===== src/rtl/uart_tx_fsm.sv =====
// UART transmitter: start bit, 8 data bits LSB first, STOP_BITS stop bits.
// A one-entry holding buffer lets frames run back to back without an idle gap.
module uart_tx_fsm #(
   parameter int unsigned CLKS_PER_BIT = 2,
   parameter int unsigned STOP_BITS    = 1
) (
   input  logic       CLK,
   input  logic       RST,
   input  logic [7:0] par_in,
   input  logic       load,
   output logic       ready,
   output logic       ser_out,
   output logic       busy,
   output logic       tx_done
);

   localparam int unsigned CW        = (CLKS_PER_BIT > 1) ? $clog2(CLKS_PER_BIT) : 1;
   localparam logic [CW-1:0] CNT_LAST  = CW'(CLKS_PER_BIT - 1);
   localparam logic [2:0]    STOP_LAST = 3'(STOP_BITS - 1);

   typedef enum logic [1:0] {
      S_IDLE,
      S_START,
      S_DATA,
      S_STOP
   } state_e;

   state_e        state_q, state_d;
   logic [CW-1:0] cnt_q, cnt_d;
   logic [2:0]    bit_q, bit_d;
   logic [7:0]    shift_q, shift_d;
   logic [7:0]    buf_q, buf_d;
   logic          full_q, full_d;
   logic          ser_q, ser_d;
   logic          busy_q, busy_d;
   logic          done_q, done_d;
   logic          ready_q, ready_d;
   logic          accept;
   logic          bit_end;

   always_comb begin
      state_d = state_q;
      cnt_d   = cnt_q;
      bit_d   = bit_q;
      shift_d = shift_q;
      buf_d   = buf_q;
      full_d  = full_q;
      done_d  = 1'b0;
      accept  = load && ready_q;
      bit_end = (cnt_q == CNT_LAST);

      if (accept) begin
         buf_d  = par_in;
         full_d = 1'b1;
      end

      case (state_q)
         S_IDLE: begin
            if (full_q) begin
               state_d = S_START;
               shift_d = buf_q;
               full_d  = 1'b0;
               cnt_d   = '0;
               bit_d   = '0;
            end
         end
         S_START: begin
            if (bit_end) begin
               state_d = S_DATA;
               cnt_d   = '0;
               bit_d   = '0;
            end else begin
               cnt_d = cnt_q + 1'b1;
            end
         end
         S_DATA: begin
            if (bit_end) begin
               cnt_d = '0;
               if (bit_q == 3'd7) begin
                  state_d = S_STOP;
                  bit_d   = '0;
               end else begin
                  bit_d   = bit_q + 3'd1;
                  shift_d = shift_q >> 1;
               end
            end else begin
               cnt_d = cnt_q + 1'b1;
            end
         end
         S_STOP: begin
            // bit_q counts stop bits here; a pending byte starts its frame with no idle cycle
            if (bit_end) begin
               cnt_d = '0;
               if (bit_q == STOP_LAST) begin
                  done_d = 1'b1;
                  bit_d  = '0;
                  if (full_q) begin
                     state_d = S_START;
                     shift_d = buf_q;
                     full_d  = 1'b0;
                  end else begin
                     state_d = S_IDLE;
                  end
               end else begin
                  bit_d = bit_q + 3'd1;
               end
            end else begin
               cnt_d = cnt_q + 1'b1;
            end
         end
         default: state_d = S_IDLE;
      endcase

      // Outputs are registered from the next state so they line up with it
      ready_d = ~full_d;
      busy_d  = (state_d != S_IDLE);
      case (state_d)
         S_START: ser_d = 1'b0;
         S_DATA:  ser_d = shift_d[0];
         default: ser_d = 1'b1;
      endcase
   end

   always_ff @(posedge CLK) begin
      if (RST) begin
         state_q <= S_IDLE;
         cnt_q   <= '0;
         bit_q   <= '0;
         shift_q <= '0;
         buf_q   <= '0;
         full_q  <= 1'b0;
         ser_q   <= 1'b1;
         busy_q  <= 1'b0;
         done_q  <= 1'b0;
         ready_q <= 1'b1;
      end else begin
         state_q <= state_d;
         cnt_q   <= cnt_d;
         bit_q   <= bit_d;
         shift_q <= shift_d;
         buf_q   <= buf_d;
         full_q  <= full_d;
         ser_q   <= ser_d;
         busy_q  <= busy_d;
         done_q  <= done_d;
         ready_q <= ready_d;
      end
   end

   assign ready   = ready_q;
   assign ser_out = ser_q;
   assign busy    = busy_q;
   assign tx_done = done_q;

endmodule


===== config.mk =====
export PLATFORM = sky130hd
export DESIGN_NAME = uart_tx_fsm
export DESIGN_NICKNAME = d
export VERILOG_FILES = /design/src/rtl/uart_tx_fsm.sv
export SDC_FILE = /design/constraint.sdc
export NUM_CORES = 1
export LEC_CHECK = 0
export CELL_PAD_IN_SITES_DETAIL_PLACEMENT = 1
export CELL_PAD_IN_SITES_GLOBAL_PLACEMENT = 2
export CORE_MARGIN = 3
export CORE_UTILIZATION = 31
export CTS_CLUSTER_DIAMETER = 150
export DETAILED_ROUTE_END_ITERATION = 8
export PLACE_DENSITY_LB_ADDON = 0.1
export SYNTH_ARGS = -nofsm -noshare
export SYNTH_HDL_FRONTEND = slang
export SYNTH_SLANG_ARGS = --single-unit

===== constraint.sdc =====
create_clock -name CLK -period 2.1 [get_ports CLK]
set_input_delay 0.63 -clock CLK [delete_from_list [all_inputs] [get_ports CLK]]
set_output_delay 0.63 -clock CLK [all_outputs]
set_load 0.01 [all_outputs]

==> metrics.md <==
| Metric | Value |
|---|---|
| Sequential share of power | `48.9%` |
| Post-DP HPWL | `2500 um` |
| Post-Layout Cell Count | `226` |
| Critical path startpoint category | `flip-flop` |
| Die W | `73.6 um` |
| CP peak stage delay | `0.39 ns` |
| Final WL | `3400 um` |
| CP top delay family | `compound AO/OA/AOI/OAI gates` |
| Wire length per cell | `15.0 um` |
| DRC | `0` |
| Final #Nets | `195` |
| Ratio of cells with drive above 1 in the final layout | `11.4%` |
| Post-CTS sizing | `0` |
| Top FF cell, synth | `dfxtp_1` |
| Top cell type's share of synthesized area | `38.1%` |
| Top post-synthesis cells by count | `dfxtp_1, nand2_1, a21oi_1, o21ai_0, nand3_1` |
| Initial antenna violation count | `0` |
| Combinational power share | `27.2%` |
| Clk slew on worst S/H paths | `0.09 ns` |
| Complex-gate fraction of the synthesized area | `24.5%` |
| Internal | `0.000850 W` |
| Clock power share | `24.0%` |
| Die area | `5420 um^2` |
| Final Skew | `0.00359 ns` |
| Global-route wire length before repair | `5790 um` |
| Worst Hold Class | `reg2reg` |
| Fraction of the mapped netlist area in adder cells | `6.18%` |
| Tmin final | `1.87 ns` |
| Iteration-0 DRC Markers | `38` |
| Post-Synth Simple-Gate Area | `21.4%` |
| Peak VDD IR | `0.000328 V` |
| Max FO, Critical Path | `13` |
| Clk buf depth | `2` |
| Xor and xnor area share after synthesis | `0%` |
| Final Hold Fails | `0` |
| Yosys warnings | `0` |
| Synth-to-layout area growth | `17.7%` |
| Buffers added on ports | `14` |
| Slew @ Worst Pin | `0.725 ns` |
| Largest net degree at the start of global routing | `24` |
| Cell taking the most area after synthesis | `dfxtp_1` |
| Worst skew pair latency | `0.28 ns` |
| R2R setup slack | `0.23 ns` |
| Final Max Slew Viols | `0` |
| Syn Std Cell Area | `1420 um^2` |
| Period utilisation layout | `89.0%` |
| Total of max-cap violations | `0` |
| Area post-placement | `1620 um^2` |
| Sw frac | `32.1%` |
| Worst EP required | `2.27 ns` |
| Cell Pwr Density | `750 nW/um^2` |
| Final instance area | `1670 um^2` |
| Total core area | `4200 um^2` |
| Post-CTS setup buffers | `0` |
| LEAKAGE | `0.601 nW` |
| CTS root buffer | `clkbuf_8` |
| Vias/cell | `5.33` |
| I/O pins | `15` |
| Post-synthesis register bit count | `27` |
| Unrepaired setup endpoints after global routing | `no` |
| Critical path class | `reg2reg` |
| Sink Count | `27` |
| Mean Syn Cell Area | `8.70 um^2` |
| WP buf/inv | `1` |
| GRT overflow | `0` |
| Syn nets | `181` |
| Fraction of registers with async set/reset | `0%` |
| CTS Buf Count | `3` |
| TritonCTS clock tree | `yes` |
| Initial cell density of the core | `33.7%` |
| Gpl congestion | `0.732` |
| Standard-cell rows | `23` |
| H-Tree Level Count | `1` |
| Vias | `1205` |
| Total placed cells including tap cells | `222` |
| CP max stage cell | `dfxtp_1` |
| Sequential area share after synthesis | `38.1%` |
| Number of synthesized flops with an enable pin | `0` |
| N_diodes | `0` |
| Syn Inst Count | `163` |
| Vias in the first global route | `1245` |
| Die H | `73.6 um` |
| Critical Path AT | `2.04 ns` |
| Library cells used by synthesis | `37` |
| Final ANT Viol Nets | `0` |
| Final setup vio count | `0` |
| First-pass DRT Iterations | `4` |
| CP Capture Type | `flip-flop` |
| Relative slew slack | `51.6%` |
| Post-CTS Hold Buffers | `0` |
| Count leader, synth | `dfxtp_1` |
| Mux contribution to synthesized area | `4.24%` |
| Sw Pwr | `0.000402 W` |
| Worst-path cell chain | `inv_1 -> ha_2 -> o21ba_4 -> a221oi_4 -> o31a_2 -> nor2_2 -> a22o_1` |
| Fmax | `535 MHz` |
| Status | `finished, final reports clean` |
| GRT Resource Usage Total | `13.9%` |
| Largest family of logic cells by synthesized area | `compound AO/OA/AOI/OAI gates` |
| Setup TNS | `0 ns` |
| Area contributors post-synth | `dfxtp_1, a21oi_1, ha_1` |
-- flip-flops by register name (all words and copies together), names as in the netlist --
| register | count |
|---|---|
| ser_out | 1 |
| ready | 1 |
| full_q | 1 |
| bit_q | 3 |
| bit_end | 1 |
| state_q | 2 |
| tx_done | 1 |
| buf_q | 8 |
| busy | 1 |
| shift_q | 8 |
-- cell type report --
class	count	area (um^2)
clock buffer	4	45.0
sequential	27	541
fill	499	2530
timing repair buffer	20	198
tap	50	62.6
multi-input combinational	119	801
inverter	6	22.5
-- path summary, 6_finish.rpt --
path	from	endpoint	cells after the start
worst min-delay path	buf_q[7]	buf_q[7]	2
worst max register to register	state_q[0]	shift_q[4]	7
worst min register to register	buf_q[7]	buf_q[7]	2
worst max-delay path	state_q[0]	shift_q[4]	7
-- metal layers --
metal  up-vias  global-route usage [%]  share of wire [%]
met5         -                       0                  0
met4         0                    6.04                2.2
met3         7                    3.42                3.3
met2        17                    20.7                 44
met1       578                    18.9                 51
li1        603                       -                  -
-- per-stage QoR --
step	total power [W]	worst slack (ns)	hold WS [ns]	util, %
after floorplan	0.000844	0.394	0.436	-
after global placement	0.000959	0.207	0.460	38.6
after detailed placement	0.000966	0.103	0.452	38.6
after CTS	0.00127	0.0749	0.466	39.7
after global routing	0.00133	0.0862	0.484	39.7
final	0.00125	0.232	0.464	39.7
-- worst min-delay path: stages, from the launching register on --
cell	delay (ns)
dfxtp_1	0.32
nand2_1	0.05
a21oi_1	0.05
-- power groups by stage --
stage	Sequential [W]	Combinational (W)	Clock, W
2_1_floorplan	0.000594	0.000250	0
3_3_place_gp	0.000624	0.000335	0
3_5_place_dp	0.000624	0.000342	0
4_1_cts	0.000613	0.000343	0.000315
5_1_grt	0.000621	0.000378	0.000335
6_report	0.000612	0.000340	0.000300
-- cell usage in the layout (no fill, tap or decap), drive strengths merged, types with 7 or more instances in the layout --
| master | synthesis | routed |
|---|---|---|
| dfxtp | 27 | 27 |
| nand3 | 10 | 10 |
| ha | 7 | 7 |
| clkdlybuf4s50 | 0 | 14 |
| a21oi | 18 | 18 |
| nand2 | 19 | 19 |
| o21ai | 12 | 12 |
| nor2 | 11 | 11 |
-- kinds of logic (layout without fill, tap and decap cells) --
| kind of cell | Yosys count | count (layout) |
|---|---|---|
| buffers and inverters | 17 | 30 |
| AO/OA/AOI/OAI | 49 | 49 |
| AND/OR/NAND/NOR | 57 | 57 |
| flip-flops | 27 | 27 |
| adder cells (fa/ha/maj) | 7 | 7 |
| multiplexers | 6 | 6 |
No activity file was read; power rests on OpenSTA's default activity.
